$ cat src/rtl/vid_timing_pkg.sv
// Shared raster timing defaults, FSM state encoding and pixel type for the
// avg filter front-end frame sequencer.
package vid_timing_pkg;

    // 720p60 raster, counted in pixel clocks / lines
    localparam int VT_H_SYNC  = 40;
    localparam int VT_H_BACK  = 220;
    localparam int VT_H_DISP  = 1280;
    localparam int VT_H_FRONT = 110;
    localparam int VT_H_TOTAL = 1650;
    localparam int VT_V_SYNC  = 5;
    localparam int VT_V_BACK  = 20;
    localparam int VT_V_DISP  = 720;
    localparam int VT_V_FRONT = 5;
    localparam int VT_V_TOTAL = 750;

    localparam int PIX_W = 8;
    localparam int FCNT_W = 16;

    typedef enum logic [1:0] {
        IDLE  = 2'd0,
        RUN   = 2'd1,
        DRAIN = 2'd2
    } frame_state_t;

    typedef logic [PIX_W-1:0] pixel_t;

    // Counter width able to hold 0..total-1, never narrower than one bit
    function automatic int cnt_w(input int total);
        return (total > 1) ? $clog2(total) : 1;
    endfunction

endpackage

$ cat src/rtl/avg_filter_frame_ctrl_if.sv
// Pixel stream bundle: upstream valid/ready source in, raster-timed pixels out
// towards the filter. The master is the frame sequencer.
interface avg_filter_frame_ctrl_if;
    import vid_timing_pkg::*;

    logic   src_valid;
    pixel_t src_data;
    logic   src_ready;

    logic   pre_img_vsync;
    logic   pre_img_hsync;
    logic   pre_img_valid;
    pixel_t pre_img_data;

    modport master (
        input  src_valid,
        input  src_data,
        output src_ready,
        output pre_img_vsync,
        output pre_img_hsync,
        output pre_img_valid,
        output pre_img_data
    );

    modport slave (
        output src_valid,
        output src_data,
        input  src_ready,
        input  pre_img_vsync,
        input  pre_img_hsync,
        input  pre_img_valid,
        input  pre_img_data
    );

endinterface

$ cat src/rtl/vid_raster_cnt.sv
// Horizontal/vertical raster position counters with end-of-line and
// end-of-frame flags. Both counters sit at 0 whenever the enable is low.
module vid_raster_cnt #(
    parameter int H_TOTAL = 1650,
    parameter int V_TOTAL = 750,
    parameter int HW      = 11,
    parameter int VW      = 10
) (
    input  logic          i_clk,
    input  logic          i_rst,
    input  logic          i_en,
    output logic [HW-1:0] o_h_cnt,
    output logic [VW-1:0] o_v_cnt,
    output logic          o_eol,
    output logic          o_eof
);

    localparam logic [HW-1:0] H_LAST = HW'(H_TOTAL - 1);
    localparam logic [VW-1:0] V_LAST = VW'(V_TOTAL - 1);

    logic [HW-1:0] r_h_cnt;
    logic [VW-1:0] r_v_cnt;
    logic          w_eol;
    logic          w_eof;

    assign w_eol = (r_h_cnt == H_LAST);
    assign w_eof = w_eol && (r_v_cnt == V_LAST);

    always_ff @(posedge i_clk) begin
        if (i_rst || !i_en) begin
            r_h_cnt <= '0;
            r_v_cnt <= '0;
        end else if (w_eol) begin
            r_h_cnt <= '0;
            r_v_cnt <= w_eof ? '0 : r_v_cnt + 1'b1;
        end else begin
            r_h_cnt <= r_h_cnt + 1'b1;
        end
    end

    assign o_h_cnt = r_h_cnt;
    assign o_v_cnt = r_v_cnt;
    assign o_eol   = w_eol;
    assign o_eof   = w_eof;

endmodule

$ cat src/rtl/avg_filter_frame_ctrl.sv
// Frame sequencer ahead of the avg filter: raster timing generation, gated
// pixel pull from the upstream source, run/drain control and status.
module avg_filter_frame_ctrl
    import vid_timing_pkg::*;
#(
    parameter int H_SYNC  = VT_H_SYNC,
    parameter int H_BACK  = VT_H_BACK,
    parameter int H_DISP  = VT_H_DISP,
    parameter int H_FRONT = VT_H_FRONT,
    parameter int H_TOTAL = VT_H_TOTAL,
    parameter int V_SYNC  = VT_V_SYNC,
    parameter int V_BACK  = VT_V_BACK,
    parameter int V_DISP  = VT_V_DISP,
    parameter int V_FRONT = VT_V_FRONT,
    parameter int V_TOTAL = VT_V_TOTAL
) (
    input  logic                       i_clk,
    input  logic                       i_rst,
    input  logic                       i_start,
    input  logic                       i_stop,
    avg_filter_frame_ctrl_if.master    vif,
    output logic                       o_busy,
    output logic                       o_frame_done,
    output logic [FCNT_W-1:0]          o_frame_cnt,
    output logic                       o_underflow
);

    localparam int HW = cnt_w(H_TOTAL);
    localparam int VW = cnt_w(V_TOTAL);

    localparam logic [HW-1:0] H_SYNC_END = HW'(H_SYNC);
    localparam logic [HW-1:0] H_ACT_BEG  = HW'(H_SYNC + H_BACK);
    localparam logic [HW-1:0] H_ACT_END  = HW'(H_SYNC + H_BACK + H_DISP);
    localparam logic [VW-1:0] V_SYNC_END = VW'(V_SYNC);
    localparam logic [VW-1:0] V_ACT_BEG  = VW'(V_SYNC + V_BACK);
    localparam logic [VW-1:0] V_ACT_END  = VW'(V_SYNC + V_BACK + V_DISP);

    frame_state_t r_state;
    frame_state_t w_state_nxt;

    logic [HW-1:0] w_h_cnt;
    logic [VW-1:0] w_v_cnt;
    logic          w_eol;
    logic          w_eof;
    logic          w_frame_end;
    logic          w_run;
    logic          w_start_acc;
    logic          w_vsync;
    logic          w_hsync;
    logic          w_active;
    logic          w_xfer;

    logic          r_vsync;
    logic          r_hsync;
    logic          r_valid;
    pixel_t        r_data;
    logic          r_frame_done;
    logic [FCNT_W-1:0] r_frame_cnt;
    logic          r_underflow;

    assign w_run = (r_state != IDLE);

    vid_raster_cnt #(
        .H_TOTAL (H_TOTAL),
        .V_TOTAL (V_TOTAL),
        .HW      (HW),
        .VW      (VW)
    ) u_raster (
        .i_clk   (i_clk),
        .i_rst   (i_rst),
        .i_en    (w_run),
        .o_h_cnt (w_h_cnt),
        .o_v_cnt (w_v_cnt),
        .o_eol   (w_eol),
        .o_eof   (w_eof)
    );

    assign w_frame_end = w_run && w_eol && w_eof;

    // Frame control
    always_ff @(posedge i_clk) begin
        if (i_rst) begin
            r_state <= IDLE;
        end else begin
            r_state <= w_state_nxt;
        end
    end

    always_comb begin
        w_state_nxt = r_state;
        w_start_acc = 1'b0;
        case (r_state)
            IDLE: begin
                if (i_start) begin
                    w_start_acc = 1'b1;
                    w_state_nxt = i_stop ? DRAIN : RUN;
                end
            end
            RUN: begin
                if (i_stop) begin
                    w_state_nxt = DRAIN;
                end
            end
            DRAIN: begin
                if (w_frame_end) begin
                    w_state_nxt = IDLE;
                end
            end
            default: w_state_nxt = IDLE;
        endcase
    end

    // Timing decode is gated by w_run so the (0,0) hold value in IDLE emits nothing
    assign w_vsync  = w_run && (w_v_cnt < V_SYNC_END);
    assign w_hsync  = w_run && (w_h_cnt < H_SYNC_END);
    assign w_active = w_run
                   && (w_h_cnt >= H_ACT_BEG) && (w_h_cnt < H_ACT_END)
                   && (w_v_cnt >= V_ACT_BEG) && (w_v_cnt < V_ACT_END);

    assign vif.src_ready = w_active;
    assign w_xfer        = w_active && vif.src_valid;

    always_ff @(posedge i_clk) begin
        if (i_rst) begin
            r_vsync      <= 1'b0;
            r_hsync      <= 1'b0;
            r_valid      <= 1'b0;
            r_data       <= '0;
            r_frame_done <= 1'b0;
            r_frame_cnt  <= '0;
            r_underflow  <= 1'b0;
        end else begin
            r_vsync      <= w_vsync;
            r_hsync      <= w_hsync;
            r_valid      <= w_active;
            r_data       <= w_xfer ? vif.src_data : '0;
            r_frame_done <= w_frame_end;
            if (w_frame_end) begin
                r_frame_cnt <= r_frame_cnt + 1'b1;
            end
            // A starved active slot still goes out as a zero pixel; only the flag records it
            if (w_start_acc) begin
                r_underflow <= 1'b0;
            end else if (w_active && !vif.src_valid) begin
                r_underflow <= 1'b1;
            end
        end
    end

    assign vif.pre_img_vsync = r_vsync;
    assign vif.pre_img_hsync = r_hsync;
    assign vif.pre_img_valid = r_valid;
    assign vif.pre_img_data  = r_data;

    assign o_busy       = w_run;
    assign o_frame_done = r_frame_done;
    assign o_frame_cnt  = r_frame_cnt;
    assign o_underflow  = r_underflow;

endmodule

$ cat src/flat_wrapper.sv
// flat-port wrapper written by rule: the top's interface ports become plain ports
module avg_filter_frame_ctrl_flat import vid_timing_pkg::*;
#(
    parameter int H_SYNC  = VT_H_SYNC,
    parameter int H_BACK  = VT_H_BACK,
    parameter int H_DISP  = VT_H_DISP,
    parameter int H_FRONT = VT_H_FRONT,
    parameter int H_TOTAL = VT_H_TOTAL,
    parameter int V_SYNC  = VT_V_SYNC,
    parameter int V_BACK  = VT_V_BACK,
    parameter int V_DISP  = VT_V_DISP,
    parameter int V_FRONT = VT_V_FRONT,
    parameter int V_TOTAL = VT_V_TOTAL
)
  (i_clk, i_rst, i_start, i_stop, o_busy, o_frame_done, o_frame_cnt, o_underflow, vif_src_valid, vif_src_data, vif_src_ready, vif_pre_img_vsync, vif_pre_img_hsync, vif_pre_img_valid, vif_pre_img_data);
  avg_filter_frame_ctrl_if vif_i ();
  input  logic i_clk;
  input  logic i_rst;
  input  logic i_start;
  input  logic i_stop;
  output logic o_busy;
  output logic o_frame_done;
  output logic [FCNT_W-1:0] o_frame_cnt;
  output logic o_underflow;
  input wire logic [$bits(vif_i.src_valid)-1:0] vif_src_valid;
  input wire logic [$bits(vif_i.src_data)-1:0] vif_src_data;
  output wire logic [$bits(vif_i.src_ready)-1:0] vif_src_ready;
  output wire logic [$bits(vif_i.pre_img_vsync)-1:0] vif_pre_img_vsync;
  output wire logic [$bits(vif_i.pre_img_hsync)-1:0] vif_pre_img_hsync;
  output wire logic [$bits(vif_i.pre_img_valid)-1:0] vif_pre_img_valid;
  output wire logic [$bits(vif_i.pre_img_data)-1:0] vif_pre_img_data;
  assign vif_i.src_valid = vif_src_valid;
  assign vif_i.src_data = vif_src_data;
  assign vif_src_ready = vif_i.src_ready;
  assign vif_pre_img_vsync = vif_i.pre_img_vsync;
  assign vif_pre_img_hsync = vif_i.pre_img_hsync;
  assign vif_pre_img_valid = vif_i.pre_img_valid;
  assign vif_pre_img_data = vif_i.pre_img_data;
  avg_filter_frame_ctrl #(.H_SYNC(H_SYNC), .H_BACK(H_BACK), .H_DISP(H_DISP), .H_FRONT(H_FRONT), .H_TOTAL(H_TOTAL), .V_SYNC(V_SYNC), .V_BACK(V_BACK), .V_DISP(V_DISP), .V_FRONT(V_FRONT), .V_TOTAL(V_TOTAL)) u_core (.i_clk(i_clk), .i_rst(i_rst), .i_start(i_start), .i_stop(i_stop), .vif(vif_i), .o_busy(o_busy), .o_frame_done(o_frame_done), .o_frame_cnt(o_frame_cnt), .o_underflow(o_underflow));
endmodule
$ cat config.mk
export PLATFORM = sky130hd
export DESIGN_NAME = avg_filter_frame_ctrl_flat
export DESIGN_NICKNAME = d
export VERILOG_FILES = /design/src/rtl/vid_timing_pkg.sv /design/src/rtl/avg_filter_frame_ctrl_if.sv /design/src/rtl/vid_raster_cnt.sv /design/src/rtl/avg_filter_frame_ctrl.sv /design/src/flat_wrapper.sv
export SDC_FILE = /design/constraint.sdc
export NUM_CORES = 1
export LEC_CHECK = 0
export CAP_MARGIN = 0
export CORE_UTILIZATION = 47
export DETAILED_ROUTE_END_ITERATION = 10
export GPL_TIMING_DRIVEN = 1
export HOLD_SLACK_MARGIN = 0.03
export PLACE_DENSITY = 0.73
export SYNTH_ARGS = -nofsm -noshare
export SYNTH_HDL_FRONTEND = slang
export SYNTH_SLANG_ARGS = --single-unit
$ cat constraint.sdc
create_clock -name i_clk -period 4.3 [get_ports i_clk]
set_input_delay 1.29 -clock i_clk [delete_from_list [all_inputs] [get_ports i_clk]]
set_output_delay 1.29 -clock i_clk [all_outputs]
set_load 0.1 [all_outputs]
==> results.py <==
metrics = {
    "sta": {
        "tightest_slew_ps": 989,
        "finalHoldViolations": 0,
        "rsz0062_at_grt": "false",
        "setup_tns_ps": 0,
        "fmax_mhz": 262,
        "drv_slew": 0,
        "relSlewSlack": 0.339,
        "fin_crit_sh": 0.888,
        "fin_crit_ps": 3820,
        "setup_viol": 0,
        "clock_skew_ps": 4.48,
    },
    "setup_path": {
        "worstPathRequired_ps": 3010,
        "arrival_ps": 2530,
        "worstSetupEndpointType": "output port",
        "cpPeakStageDelay_ps": 440,
        "start_kind": "register",
        "worstSetupPathType": "reg2out",
        "critPathMaxFanout": 11,
        "reg2regPathDepth": 5,
        "critPathSlowestCell": "or3b_2",
        "r2r_slack_ps": 1590,
        "worstPathCellList": "inv_1 > ha_1 > or3b_2 > a311o_1 > o211ai_1 > nor2_1 > buf_4",
    },
    "clock_network": {
        "cts_buffers": 5,
        "post_cts_buffers": 0,
        "htreeDepth": 2,
        "cts_resized": 0,
        "cts_buffer_depth": 2,
        "cts_tree": "done",
        "hold_buffers": 0,
        "clk_latency_ps": 310,
        "path_clk_slew_ps": 90,
        "clockRootBuffer": "clkbuf_8",
        "cts.sinks": 52,
    },
    "floorplan": {
        "initial_core_util": 0.505,
        "dieArea_um2": 5540,
        "num_io_pins": 44,
        "rows": 25,
        "coreArea_um2": 4880,
        "die_height_um": 74.4,
        "dieWidth_um": 74.4,
    },
    "placement": {
        "dp_cells": 383,
        "gp_congestion": 0.770,
        "place_area_um2": 2910,
        "dp_hpwl_um": 3570,
        "portBuffers": 43,
    },
    "yosys": {
        "ys_seq_elements": 52,
        "postSynthCellCount": 289,
        "ys_types": 39,
        "synth_area_per_cell_um2": 8.53,
        "ys_seq_area_frac": 0.422,
        "syn_nets": 308,
        "syn_area_um2": 2470,
        "yosysWarnings": 0,
    },
    "route": {
        "drt_iter0_markers": 134,
        "ant_nets": 0,
        "wire_per_inst_um": 13.3,
        "wirelength_um": 5210,
        "drc_errors": 0,
        "firstDrtPassIters": 4,
        "vias": 2191,
        "viasPerCell": 5.60,
    },
    "layout": {
        "stdcell_count": 391,
        "area_growth_pct": 22.2,
        "final_area_um2": 3010,
        "nets": 342,
        "fillers": 441,
        "n_antenna_cell": 0,
        "drive_above_1_share": 0.0617,
    },
    "global_routing": {
        "grt_pass1_vias": 1897,
        "antenna_found_initial": 0,
        "grt_max_degree": 32,
        "grt-ovfl-total": 0,
        "grt_use_total": 0.194,
        "grt_pass1_wl_um": 8310,
    },
    "pwr": {
        "p_leak_nw": 0.980,
        "powerDensity_nw_per_um2": 290,
        "ir_worst_vdd_mv": 0.244,
    },
    "job": {
        "cap_viol_max_count": 0,
    },
    "min_path": {
        "hold_path.class": "reg2reg",
        "hold_path_depth": 2,
    },
    "run_status": {
        "status": "complete, no violations",
    },
}
through the flow:
| step | setup WS [ps] | util | total power (W) | hold slack, ps |
|---|---|---|---|---|
| 6_report | 480 | 0.617 | 0.000874 | 465 |
| 5_1_grt | 358 | 0.617 | 0.000905 | 501 |
| 3_5_place_dp | 856 | 0.595 | 0.000555 | 451 |
| 3_3_place_gp | 895 | 0.595 | 0.000554 | 440 |
| 2_1_floorplan | 458 | - | 0.000533 | 437 |
| 4_1_cts | 466 | 0.617 | 0.000884 | 464 |
final cells by class:
| class | instances | area (um2) | area share |
|---|---|---|---|
| Sequential cell | 52 | 1040 | 0.346 |
| Clock inverter | 2 | 35.0 | 0.0116 |
| Clock buffer | 6 | 72.6 | 0.0241 |
| Multi-Input combinational cell | 211 | 1310 | 0.435 |
| Timing Repair Buffer | 44 | 435 | 0.145 |
| Inverter | 9 | 33.8 | 0.0112 |
| Tap cell | 67 | 83.8 | 0.0278 |
routing by layer:
metal	up-vias	wire length, um	track usage
met5	-	0	0
met4	0	78	0.0839
met3	8	203	0.0379
met2	43	2530	0.333
met1	1016	2400	0.236
li1	1124	-	-
cells in the final DEF, fill, tap and decap left out, types with 2 or more instances in the layout:
cell type        instances
nand2b_1                 2
ha_1                     6
nand2_1                 23
xnor2_1                  5
o31ai_1                 15
nor2_1                  25
or4_1                   18
nor3_1                  12
dfxtp_1                 52
and4_1                   3
a21oi_1                 22
clkbuf_8                 5
nor4_1                   8
or2_2                    3
and3_1                   8
buf_4                    2
o21ai_0                  7
xor2_1                   7
nand3b_1                 2
nor2b_1                  6
inv_1                    9
clkdlybuf4s50_1         42
mux2_2                   4
nand4_1                  7
nand3_1                 11
or3_1                    4
and2_1                   2
final timing paths:
path / from / end
hold reg to reg: u_core.o_underflow / u_core.o_underflow
setup reg to reg: u_core.u_raster.o_v_cnt[0] / u_core.o_frame_cnt[15]
hold / removal: u_core.o_underflow / u_core.o_underflow
setup / recovery: u_core.u_raster.o_v_cnt[1] / vif_src_ready
worst max-delay path: cells and delay by family, from the launching register on:
kind                       cells  cell delay [ps]
buffers and inverters          2              350
AOI/OAI and AO/OA              2              730
adders and majority gates      1              200
DFF                            1              420
and+or+nand+nor                2              520
state kept, by name, indices dropped and copies added (netlist names):
signal / cells
u_core.vif.pre_img_valid: 1
u_core.o_underflow: 1
u_core.vif.pre_img_vsync: 1
u_core.o_frame_done: 1
u_core.u_raster.o_h_cnt: 11
u_core.u_raster.o_v_cnt: 10
u_core.r_state: 2
u_core.vif.pre_img_data: 8
u_core.vif.pre_img_hsync: 1
u_core.o_frame_cnt: 16
where the power goes:
group | total (W) | switching [W] | internal, W
Clock | 0.000331 | 0.000158 | 0.000173
Sequential | 0.000487 | 0.00000248 | 0.000485
Combinational | 0.0000560 | 0.0000356 | 0.0000205
logic make-up after synthesis:
| family | synth area share |
|---|---|
| AO/OA/AOI/OAI | 0.123 |
| XOR/XNOR | 0.0426 |
| adder cells (fa/ha/maj) | 0.0304 |
| buffers and inverters | 0.0462 |
| flip-flops | 0.422 |
| multiplexers | 0.0223 |
| AND/OR/NAND/NOR | 0.313 |
cells in the mapped netlist:
| cell | instances | area share |
|---|---|---|
| xnor2_1 | 5 | 0.018 |
| mux2_2 | 4 | 0.018 |
| a21oi_1 | 22 | 0.045 |
| and4_1 | 3 | 0.011 |
| or3_4 | 1 | 0.0046 |
| nand2_1 | 23 | 0.035 |
| o211ai_1 | 1 | 0.0030 |
| nand3_1 | 11 | 0.022 |
| nand3b_1 | 2 | 0.0061 |
| dfxtp_1 | 52 | 0.42 |
| o21ai_0 | 7 | 0.014 |
| nand2b_1 | 2 | 0.0051 |
| nor4bb_1 | 1 | 0.0041 |
| or3_1 | 4 | 0.010 |
| buf_6 | 2 | 0.0091 |
| a2111oi_0 | 1 | 0.0036 |
| or2_2 | 3 | 0.0076 |
| or4_4 | 1 | 0.0046 |
| mux2i_1 | 1 | 0.0041 |
| nor3_1 | 12 | 0.024 |
| nor2b_1 | 6 | 0.015 |
| ha_1 | 6 | 0.030 |
| buf_1 | 5 | 0.0076 |
| clkbuf_1 | 9 | 0.014 |
| a311o_1 | 1 | 0.0041 |
| and3_1 | 8 | 0.020 |
| o31ai_1 | 15 | 0.046 |
| nand4b_1 | 1 | 0.0036 |
| o21bai_2 | 1 | 0.0046 |
| or3b_2 | 1 | 0.0036 |
| nor4_1 | 8 | 0.020 |
| o2bb2ai_1 | 1 | 0.0036 |
| xor2_1 | 7 | 0.025 |
| buf_2 | 1 | 0.0020 |
| inv_1 | 9 | 0.014 |
| nand4_1 | 7 | 0.018 |
| and2_1 | 2 | 0.0051 |
| or4_1 | 18 | 0.055 |
| nor2_1 | 25 | 0.038 |
Note: power is estimated with default switching activity, not from simulation.
